===== config.mk =====
export PLATFORM = sky130hd
export DESIGN_NAME = serial_divider_wb_master
export DESIGN_NICKNAME = d
export VERILOG_FILES = /design/src/rtl/serial_divider_pkg.sv /design/src/rtl/wb_single_xfer.sv /design/src/rtl/serial_divider_wb_master.sv
export SDC_FILE = /design/constraint.sdc
export NUM_CORES = 1
export LEC_CHECK = 0
export BUFFER_PORTS_ARGS = -buffer_cell sky130_fd_sc_hd__buf_4
export CAP_MARGIN = 10
export CORE_AREA = 10 10 125 211
export DETAILED_ROUTE_END_ITERATION = 8
export DIE_AREA = 0 0 135 221
export MAX_ROUTING_LAYER = met4
export RECOVER_POWER = 100
export SLEW_MARGIN = 40
export SYNTH_ARGS = -nofsm -noshare
export SYNTH_HDL_FRONTEND = slang
export SYNTH_SLANG_ARGS = --single-unit

===== constraint.sdc =====
create_clock -name clk_i -period 5.7 [get_ports clk_i]
set_input_delay 0 -clock clk_i [delete_from_list [all_inputs] [get_ports clk_i]]
set_output_delay 0 -clock clk_i [all_outputs]
set_load 0.1 [all_outputs]

===== src/rtl/serial_divider_pkg.sv =====
// ============================================================================
// Module      : serial_divider_pkg
// Description : Shared constants and types for the serial divider Wishbone
//               initiator: register map, control/status bit positions and
//               the sequencing FSM state encoding.
// Revision    : 1.0 - initial release
// ============================================================================
`default_nettype none

package serial_divider_pkg;

    // Register map of the divider slave. Operand/result registers live in
    // the top nibble, control/status in the next one, so no address mixes both.
    localparam logic [31:0] c_ADR_DIVIDEND  = 32'h1000_0000;
    localparam logic [31:0] c_ADR_DIVISOR   = 32'h2000_0000;
    localparam logic [31:0] c_ADR_QUOTIENT  = 32'h3000_0000;
    localparam logic [31:0] c_ADR_REMAINDER = 32'h4000_0000;
    localparam logic [31:0] c_ADR_CTRL      = 32'h0100_0000;
    localparam logic [31:0] c_ADR_STATUS    = 32'h0200_0000;

    // Bit positions inside CTRL and STATUS
    localparam int c_CTRL_START_BIT  = 0;
    localparam int c_STATUS_DONE_BIT = 0;

    // Sequencer states
    typedef enum logic [3:0] {
        S_IDLE      = 4'd0,
        S_WR_DVD    = 4'd1,
        S_WR_DVS    = 4'd2,
        S_WR_GO     = 4'd3,
        S_RD_STAT   = 4'd4,
        S_POLL_WAIT = 4'd5,
        S_RD_QUO    = 4'd6,
        S_RD_REM    = 4'd7,
        S_RESP      = 4'd8
    } state_t;

endpackage : serial_divider_pkg

`default_nettype wire


===== src/rtl/wb_single_xfer.sv =====
// ============================================================================
// Module      : wb_single_xfer
// Description : One Wishbone classic read or write cycle. Holds cyc/stb from
//               the cycle after start until ack, then forces at least one
//               idle cycle before the next transfer may begin.
//               Optional bus timeout: SERIAL_DIV_WBM_TIMEOUT_EN.
// Revision    : 1.0 - initial release
// ============================================================================
`default_nettype none

module wb_single_xfer #(
    parameter int WBW         = 32,
    parameter int TIMEOUT_CYC = 1024
) (
    input  logic           clk,
    input  logic           rst,
    input  logic           i_start,
    input  logic           i_we,
    input  logic [WBW-1:0] i_adr,
    input  logic [WBW-1:0] i_dat,
    output logic           o_busy,
    output logic           o_done,
    output logic           o_err,
    output logic [WBW-1:0] o_rdata,
    output logic           o_wb_cyc,
    output logic           o_wb_stb,
    output logic           o_wb_we,
    output logic [WBW-1:0] o_wb_adr,
    output logic [WBW-1:0] o_wb_dat,
    input  logic           i_wb_ack,
    input  logic [WBW-1:0] i_wb_dat
);

    localparam logic [1:0] X_IDLE = 2'd0;
    localparam logic [1:0] X_BUS  = 2'd1;
    localparam logic [1:0] X_GAP  = 2'd2;

    logic [1:0]     r_state;
    logic [1:0]     w_next;
    logic           w_accept;
    logic           w_tmo;
    logic           r_we;
    logic [WBW-1:0] r_adr;
    logic [WBW-1:0] r_dat;

    // A new transfer is taken whenever the bus is not currently strobed
    assign w_accept = i_start && (r_state != X_BUS);

    // State register; async reset drops cyc/stb immediately
    always_ff @(posedge clk or posedge rst) begin
        if (rst) r_state <= X_IDLE;
        else     r_state <= w_next;
    end

    // Next state: GAP is the mandatory idle cycle after every ack or timeout
    always_comb begin
        w_next = r_state;
        case (r_state)
            X_IDLE:  if (i_start) w_next = X_BUS;
            X_BUS:   if (i_wb_ack || w_tmo) w_next = X_GAP;
            X_GAP:   w_next = i_start ? X_BUS : X_IDLE;
            default: w_next = X_IDLE;
        endcase
    end

    // Bus and handshake outputs decoded from state
    always_comb begin
        o_busy   = (r_state == X_BUS);
        o_wb_cyc = (r_state == X_BUS);
        o_wb_stb = (r_state == X_BUS);
        o_done   = (r_state == X_BUS) && i_wb_ack;
        o_err    = (r_state == X_BUS) && !i_wb_ack && w_tmo;
        o_rdata  = i_wb_dat;
        o_wb_we  = r_we;
        o_wb_adr = r_adr;
        o_wb_dat = r_dat;
    end

    // Address/data/we frozen at start so they stay stable while stb is high
    always_ff @(posedge clk or posedge rst) begin
        if (rst) begin
            r_we  <= 1'b0;
            r_adr <= '0;
            r_dat <= '0;
        end else if (w_accept) begin
            r_we  <= i_we;
            r_adr <= i_adr;
            r_dat <= i_dat;
        end
    end

`ifdef SERIAL_DIV_WBM_TIMEOUT_EN
    localparam int c_TW = $clog2(TIMEOUT_CYC + 1);
    logic [c_TW-1:0] r_tmo_cnt;

    // Counts strobed cycles without ack; fires on the TIMEOUT_CYC-th one
    assign w_tmo = (r_tmo_cnt == c_TW'(TIMEOUT_CYC - 1));

    // Timeout counter: runs only while strobing, cleared on ack or idle
    always_ff @(posedge clk or posedge rst) begin
        if (rst)                                r_tmo_cnt <= '0;
        else if (r_state != X_BUS || i_wb_ack)  r_tmo_cnt <= '0;
        else                                    r_tmo_cnt <= r_tmo_cnt + 1'b1;
    end
`else
    assign w_tmo = 1'b0;
`endif

endmodule : wb_single_xfer

`default_nettype wire


===== src/rtl/serial_divider_wb_master.sv =====
// ============================================================================
// Module      : serial_divider_wb_master
// Description : Wishbone classic initiator that runs a complete division on
//               the serial_divider slave: write operands, start, poll status,
//               read quotient and remainder, return them on a valid/ready
//               response port. Divide-by-zero is answered locally.
//               Optional bus timeout: SERIAL_DIV_WBM_TIMEOUT_EN.
// Revision    : 1.0 - initial release
// ============================================================================
`default_nettype none

module serial_divider_wb_master
    import serial_divider_pkg::*;
#(
    parameter int WBW         = 32,
    parameter int XLEN        = 32,
    parameter int POLL_GAP    = 4,
    parameter int TIMEOUT_CYC = 1024
) (
    input  logic             clk_i,
    input  logic             reset_i,
    input  logic             req_valid_i,
    output logic             req_ready_o,
    input  logic [XLEN-1:0]  req_dividend_i,
    input  logic [XLEN-1:0]  req_divisor_i,
    output logic             rsp_valid_o,
    input  logic             rsp_ready_i,
    output logic [XLEN-1:0]  rsp_quotient_o,
    output logic [XLEN-1:0]  rsp_remainder_o,
    output logic             rsp_dbz_o,
    output logic             rsp_err_o,
    output logic             wbm_cyc_o,
    output logic             wbm_stb_o,
    output logic             wbm_we_o,
    output logic [WBW/8-1:0] wbm_sel_o,
    output logic [WBW-1:0]   wbm_adr_o,
    output logic [WBW-1:0]   wbm_dat_o,
    input  logic             wbm_ack_i,
    input  logic [WBW-1:0]   wbm_dat_i,
    output logic             busy_o
);

    localparam int c_PW = (POLL_GAP > 1) ? $clog2(POLL_GAP) : 1;

    state_t          r_state;
    state_t          w_next;
    logic            r_alive;
    logic [XLEN-1:0] r_dvd;
    logic [XLEN-1:0] r_dvs;
    logic [XLEN-1:0] r_quo;
    logic [XLEN-1:0] r_rem;
    logic            r_dbz;
    logic            r_err;
    logic [c_PW-1:0] r_poll_cnt;

    logic            w_accept;
    logic            w_bus_state;
    logic            w_poll_last;
    logic            w_x_start;
    logic            w_x_we;
    logic [WBW-1:0]  w_x_adr;
    logic [WBW-1:0]  w_x_dat;
    logic            w_x_busy;
    logic            w_x_done;
    logic            w_x_err;
    logic [WBW-1:0]  w_x_rdata;

    assign w_accept    = req_valid_i && req_ready_o;
    assign w_poll_last = (r_poll_cnt == c_PW'(POLL_GAP - 1));
    assign w_bus_state = (r_state == S_WR_DVD) || (r_state == S_WR_DVS) ||
                         (r_state == S_WR_GO)  || (r_state == S_RD_STAT) ||
                         (r_state == S_RD_QUO) || (r_state == S_RD_REM);

    // State register; r_alive keeps req_ready low while reset is applied
    always_ff @(posedge clk_i or posedge reset_i) begin
        if (reset_i) begin
            r_state <= S_IDLE;
            r_alive <= 1'b0;
        end else begin
            r_state <= w_next;
            r_alive <= 1'b1;
        end
    end

    // Next state: each bus state advances on its transfer ack, any timeout aborts
    always_comb begin
        w_next = r_state;
        case (r_state)
            S_IDLE:      if (w_accept) w_next = (req_divisor_i == '0) ? S_RESP : S_WR_DVD;
            S_WR_DVD:    if (w_x_err) w_next = S_RESP; else if (w_x_done) w_next = S_WR_DVS;
            S_WR_DVS:    if (w_x_err) w_next = S_RESP; else if (w_x_done) w_next = S_WR_GO;
            S_WR_GO:     if (w_x_err) w_next = S_RESP; else if (w_x_done) w_next = S_RD_STAT;
            S_RD_STAT: begin
                if (w_x_err)       w_next = S_RESP;
                else if (w_x_done) w_next = w_x_rdata[c_STATUS_DONE_BIT] ? S_RD_QUO : S_POLL_WAIT;
            end
            S_POLL_WAIT: if (w_poll_last) w_next = S_RD_STAT;
            S_RD_QUO:    if (w_x_err) w_next = S_RESP; else if (w_x_done) w_next = S_RD_REM;
            S_RD_REM:    if (w_x_err) w_next = S_RESP; else if (w_x_done) w_next = S_RESP;
            S_RESP:      if (rsp_ready_i) w_next = S_IDLE;
            default:     w_next = S_IDLE;
        endcase
    end

    // Outputs and transfer request; the last poll-wait cycle pre-issues the
    // status read so the bus sees exactly POLL_GAP idle cycles between polls
    always_comb begin
        req_ready_o = (r_state == S_IDLE) && r_alive;
        busy_o      = (r_state != S_IDLE);
        rsp_valid_o = (r_state == S_RESP);
        w_x_start   = (w_bus_state && !w_x_busy) ||
                      ((r_state == S_POLL_WAIT) && w_poll_last);
        w_x_we      = 1'b0;
        w_x_adr     = '0;
        w_x_dat     = '0;
        case (r_state)
            S_WR_DVD: begin
                w_x_we               = 1'b1;
                w_x_adr              = WBW'(c_ADR_DIVIDEND);
                w_x_dat[XLEN-1:0]    = r_dvd;
            end
            S_WR_DVS: begin
                w_x_we               = 1'b1;
                w_x_adr              = WBW'(c_ADR_DIVISOR);
                w_x_dat[XLEN-1:0]    = r_dvs;
            end
            S_WR_GO: begin
                w_x_we                    = 1'b1;
                w_x_adr                   = WBW'(c_ADR_CTRL);
                w_x_dat[c_CTRL_START_BIT] = 1'b1;
            end
            S_RD_STAT, S_POLL_WAIT: w_x_adr = WBW'(c_ADR_STATUS);
            S_RD_QUO:               w_x_adr = WBW'(c_ADR_QUOTIENT);
            S_RD_REM:               w_x_adr = WBW'(c_ADR_REMAINDER);
            default:                w_x_adr = '0;
        endcase
    end

    // Operand capture, result capture and poll-gap counter
    always_ff @(posedge clk_i or posedge reset_i) begin
        if (reset_i) begin
            r_dvd      <= '0;
            r_dvs      <= '0;
            r_quo      <= '0;
            r_rem      <= '0;
            r_dbz      <= 1'b0;
            r_err      <= 1'b0;
            r_poll_cnt <= '0;
        end else begin
            if (w_accept) begin
                r_dvd <= req_dividend_i;
                r_dvs <= req_divisor_i;
                r_err <= 1'b0;
                if (req_divisor_i == '0) begin
                    r_dbz <= 1'b1;
                    r_quo <= '1;
                    r_rem <= req_dividend_i;
                end else begin
                    r_dbz <= 1'b0;
                    r_quo <= '0;
                    r_rem <= '0;
                end
            end
            if (w_x_err) begin
                r_err <= 1'b1;
                r_quo <= '0;
                r_rem <= '0;
            end
            if (w_x_done && (r_state == S_RD_QUO)) r_quo <= w_x_rdata[XLEN-1:0];
            if (w_x_done && (r_state == S_RD_REM)) r_rem <= w_x_rdata[XLEN-1:0];
            if (r_state == S_POLL_WAIT) r_poll_cnt <= r_poll_cnt + 1'b1;
            else                        r_poll_cnt <= '0;
        end
    end

    assign rsp_quotient_o  = r_quo;
    assign rsp_remainder_o = r_rem;
    assign rsp_dbz_o       = r_dbz;
    assign rsp_err_o       = r_err;
    assign wbm_sel_o       = '1;

    wb_single_xfer #(
        .WBW         (WBW),
        .TIMEOUT_CYC (TIMEOUT_CYC)
    ) u_xfer (
        .clk      (clk_i),
        .rst      (reset_i),
        .i_start  (w_x_start),
        .i_we     (w_x_we),
        .i_adr    (w_x_adr),
        .i_dat    (w_x_dat),
        .o_busy   (w_x_busy),
        .o_done   (w_x_done),
        .o_err    (w_x_err),
        .o_rdata  (w_x_rdata),
        .o_wb_cyc (wbm_cyc_o),
        .o_wb_stb (wbm_stb_o),
        .o_wb_we  (wbm_we_o),
        .o_wb_adr (wbm_adr_o),
        .o_wb_dat (wbm_dat_o),
        .i_wb_ack (wbm_ack_i),
        .i_wb_dat (wbm_dat_i)
    );

endmodule : serial_divider_wb_master

`default_nettype wire


After elaboration in Yosys (flattened, before gate mapping)
Index checks and enable logic that the tools add are counted.

Logic and storage cells: 89. Output and inout bits: 140. Input port bits: 101. Bits in registers: 203.

Muxes and demuxes: 28. Eq/ne operators: 23. $add $sub $neg: 1. Reductions and logical operators: 25.

Operators with widths (number): 32-bit two-way mux (6); 31-bit case mux with 6 select lines (1); 31-bit case mux with 2 select lines (1); 4-bit two-way mux (10); 4-bit case mux with 9 select lines (1); 32-bit logical NOT (1); 2-bit != test (second input constant) (9); 4-bit by 3-bit == test with 1-bit output (second input constant) (4); 9-bit AND reduction (1); 4-bit by 2-bit == test with 1-bit output (second input constant) (2); 1-bit logical AND (8); 2-bit two-way mux (4); 1-bit logical OR (6); 2-bit by 1-bit != test with 1-bit output (second input constant) (3); 2-bit case mux with 3 select lines (1); 2-bit == test (second input constant) (2); 4-bit by 1-bit == test with 1-bit output (second input constant) (1); 4-bit == test (second input constant) (1); 4-bit logical NOT (1); 2-bit nonzero test (2); 4-bit nonzero test (1); 1-bit two-way mux (3); 1-bit case mux with 3 select lines (1); 3-bit OR reduction (1); other kinds (6) (6).

Logic depth before layout (Yosys ltp)
Depth in word-level cells: 10. Mapped depth: 7. Gate-level depth less buffers: 5.

Modules after synthesis
Synthesis repeated with hierarchy kept, for this count alone.

Cell total of the unflattened synthesis: 860. Area, all modules: 9287.7 µm².

By module, submodules not included: serial_divider_wb_master (area each 6242.2 µm², cells an instance 677, seq. area each 3428.3 µm², instances 1); wb_single_xfer (area each 3045.4 µm², cells an instance 183, seq. area each 1676.6 µm², instances 1).

Least setup slack after synthesis
OpenSTA, ideal clock, no wires.

Path kind: register to register. Start point: reg r_state[3]. End point: reg r_state[3]. Buffers on the path: 1. Arrival: 4.117 ns. Setup time: 0.086 ns. Path slack: 1.497 ns. Clock period less this slack: 4.203 ns. Required time: 5.614 ns. Stages on the path, launching flop included: 5. Cells stage by stage: dfrtp_1 clkbuf_1 nor4b_1 nand2b_1 o21ai_0.

Elaborated cells on any way between the ends: 22. Those cells by class: eq/ne (17); mux (1); reduce/logical (4).

RTL lines: from (decl) (line serial_divider_wb_master.sv:45) `state_t r_state;`; from (signal assigned) (line serial_divider_wb_master.sv:80) `r_state <= w_next;`; 4-bit == test (*); via rsp_valid_o (line serial_divider_wb_master.sv:26) `output logic rsp_valid_o,`; 2-bit by 1-bit != test with 1-bit output (no source line); 9-bit AND reduction (no source line).

Mark *: on every way through the listed nets, which the timed path passes. The rest lies on a longest branch. A chain may end at the register's enable or synchronous reset.

Worst setup path in the final report
Start point: reg r_state[0]. End point: reg r_quo[28] (netlist: rsp_quotient_o[28]).

Cells in the longest elaborated chain, start to end: 4. Elaborated cells on any way between the ends: 7. Those cells by class: eq/ne (1); mux (1); reduce/logical (5).

RTL lines: 4-bit logical NOT (line serial_divider_wb_master.sv:108) `req_ready_o = (r_state == S_IDLE) && r_alive;`; 1-bit logical AND (line serial_divider_wb_master.sv:108); 1-bit logical AND (line serial_divider_wb_master.sv:68) `assign w_accept = req_valid_i && req_ready_o;`; 2-bit nonzero test (no source line); to (signal assigned) (line serial_divider_wb_master.sv:169) `if (w_x_done && (r_state == S_RD_QUO)) r_quo <= w_x_rdata[XLEN-1:0];`; to (decl) (line serial_divider_wb_master.sv:50) `logic [XLEN-1:0] r_quo;`.

Several ways; a longest one is shown, not always the timed one.

==> results.toml <==
[logic_synthesis]
yosysSeqAreaShare = 0.5796
syn-cell-area_um2 = 7599
synthCells = 699
ys_async_sr_fraction = 1.000
yosys_warnings = 0
dominantRegCellSynth = "dfrtp_1"
synthDistinctLibCells = 45
synth-edff-count = 0
avgSynthCellArea_um2 = 10.87
synth-seq-cells = 176

[die]
row_count = 73
die_y_um = 221
dieWidth_um = 135
num_io_pins = 241
initial_core_util = 0.3341
die-area_um2 = 29840
core_area_um2 = 22740

[detailed_routing]
first_iter_violations = 327
routed_wl_um = 26920
drcViolationCount = 0
vias_per_cell = 4.934
firstDrtPassIters = 4
num_vias = 6419
ant_nets = 0
wire_per_inst_um = 20.69

[power_and_ir_drop]
power_per_cell_area_nw_per_um2 = 610.7
worst_ir_drop_vdd_v = 0.0003206
p_leak_nw = 5.017

[global_route]
grt_max_degree = 83
overflow = 0
antenna_found_initial = 0
grt_pass1_wl_um = 41580
grt_pass1_vias = 7179
grt.total_usage = 0.1857

[timing]
setup_tns_ns = 0
hold_viol = 0
worst_slew_pin_slew_ns = 3.607
finalSetupViolCount = 0
max_freq_mhz = 274.3
fin_crit_sh = 0.6395
max-slew-margin-rel = -1.418
fin_ws_ns = 2.055
min_period_ns = 3.645
finalMaxSlewViolations = 129
skew_ns = 0.01044
rsz0062_at_grt = "no"

[clock_tree]
htree_levels = 4
clk_latency_ns = 0.43
cts_buffers = 17
cts_root_buf = "clkbuf_16"
cts_hold_buffers = 99
path_clk_slew_ns = 0.07
cts_tree = "done"
post_cts_buffers = 0
cts.sinks = 176
cts_buffer_depth = 2
post_cts_resized = 0

[setup_path]
timing.rr.start = "r_state[0]$_DFFE_PP0P_"
cp-end-kind = "flop"
cp.required_ns = 6.05
crit_start = "r_state[0]$_DFFE_PP0P_"
cp_max_fo = 33
worstSetupPathType = "reg -> reg"
crit_path_start_kind = "flop"
critPathArrivalTime_ns = 4.00

[cells_and_area]
regArea_um2 = 4404
nets = 1090
utilization = 0.4579
nFillCells = 2164
mostFrequentLayoutCell = "nand2_1"
diodes = 0
mostFrequentLayoutCells = "195 x nand2_1, 176 x dfrtp_1, 109 x buf_4, 109 x clkbuf_1, 99 x dlygate4sd3_1"
drive_gt1_frac = 0.1928
area_growth_pct = 37.05
multi_input_area_um2 = 2791

[min_path]
hp-class = "in -> reg"
hp-start = "wbm_ack_i"

[placed_design]
portBuffers = 208
place_ws_ns = 3.093
dp_hpwl_um = 18810
gp_congestion = 0.8674

[status]
outcome = "finished, violations left"
failed_checks = "max-capacitance violations, max-slew violations"

[flow_run]
maxCapViolCount = 3
## power by group
group          total, W  switching [W]  internal (W)
Combinational   0.00323        0.00253      0.000697
Sequential      0.00199       0.000299       0.00169
Clock           0.00115       0.000513      0.000634
Total           0.00636        0.00334       0.00302
## stage by stage
step / hold slack [ns] / total power, W / cell area [µm²] / std cells
final: 0.3256 / 0.006360 / 10410 / 1301
after global routing: 0.3080 / 0.006676 / 10410 / 1301
after CTS: 0.2743 / 0.006642 / 10860 / 1301
after detailed placement: 0.1865 / 0.005416 / 9285 / 1170
after global placement: 0.1903 / 0.005373 / 9269 / 1170
after floorplan: 0.09391 / 0.004607 / 7715 / 730
## worst paths after layout
| check | to | slack (ns) | cells after the start |
|---|---|---|---|
| setup / recovery | rsp_quotient_o[28]$_DFFE_PP0P_ | 2.05 | 5 |
| hold / removal | u_xfer.r_state[0]$_DFFE_PP0P_ | 0.33 | 3 |
| setup reg to reg | rsp_quotient_o[28]$_DFFE_PP0P_ | 2.05 | 5 |
| hold reg to reg | r_poll_cnt[0]$_DFF_PP0_ | 0.44 | 1 |
| max in group asynchronous | rsp_remainder_o[21]$_DFFE_PP0P_ | 2.67 | 4 |
| min in group asynchronous | rsp_quotient_o[20]$_DFFE_PP0P_ | 1.18 | 3 |
## cell usage after synthesis, types with 8 or more instances
master    number  share of area
a221o_1       32          0.042
a22o_1        31          0.036
a22oi_1       33          0.033
buf_2         15         0.0099
buf_4         36          0.036
clkbuf_1      21          0.010
dfrtp_1      176           0.58
mux2_2        37          0.055
nand2_1      196          0.097
nand2b_1       9         0.0074
nor2_1        13         0.0064
nor4_1         8         0.0066
o21ai_0       23          0.015
o21ai_1       14         0.0092
## kinds of logic (layout without fill, tap and decap cells)
family | after synthesis | after routing | share of synthesized area
AOI/OAI and AO/OA | 146 | 146 | 0.1474
xor gates and xnor gates | 1 | 1 | 0.001153
adders and majority gates | 1 | 1 | 0.001646
buffers and inverters | 86 | 357 | 0.06982
DFF | 176 | 176 | 0.5796
muxes | 39 | 39 | 0.05763
other | 2 | 33 | 0.0009883
and+or+nand+nor | 248 | 248 | 0.1418
## worst max-delay path, cell delays in order, from the launching register on
cell      delay [ns]
dfrtp_1         0.56
nor4_1          1.10
nand2_2         0.17
nor3_4          0.21
clkbuf_1        1.25
a221o_1         0.25
## metal layers
layer,GRT usage,share of wire,up-vias
met4,0.08797,0.035,0
met1,0.2008,0.39,3168
met5,-,0,-
met2,0.3143,0.52,247
li1,-,-,2959
met3,0.04129,0.051,45
## cell type report
| type | count | share of cell area |
|---|---|---|
| Timing Repair Buffer | 319 | 0.2148 |
| Multi-Input combinational cell | 468 | 0.2681 |
| Tap cell | 300 | 0.03604 |
| Sequential cell | 176 | 0.4229 |
| Clock inverter | 13 | 0.01238 |
| Clock buffer | 19 | 0.04349 |
| Inverter | 6 | 0.002283 |
## sequential cells by signal (all words and copies together), names as in the netlist
name             count
u_xfer.o_wb_we       1
r_alive              1
u_xfer.o_wb_adr      5
rsp_remainder_o     32
r_poll_cnt           2
u_xfer.o_wb_dat     32
rsp_quotient_o      32
r_dvs               32
rsp_dbz_o            1
r_dvd               32
r_state              4
u_xfer.r_state       2
Note: power is estimated with default switching activity, not from simulation.
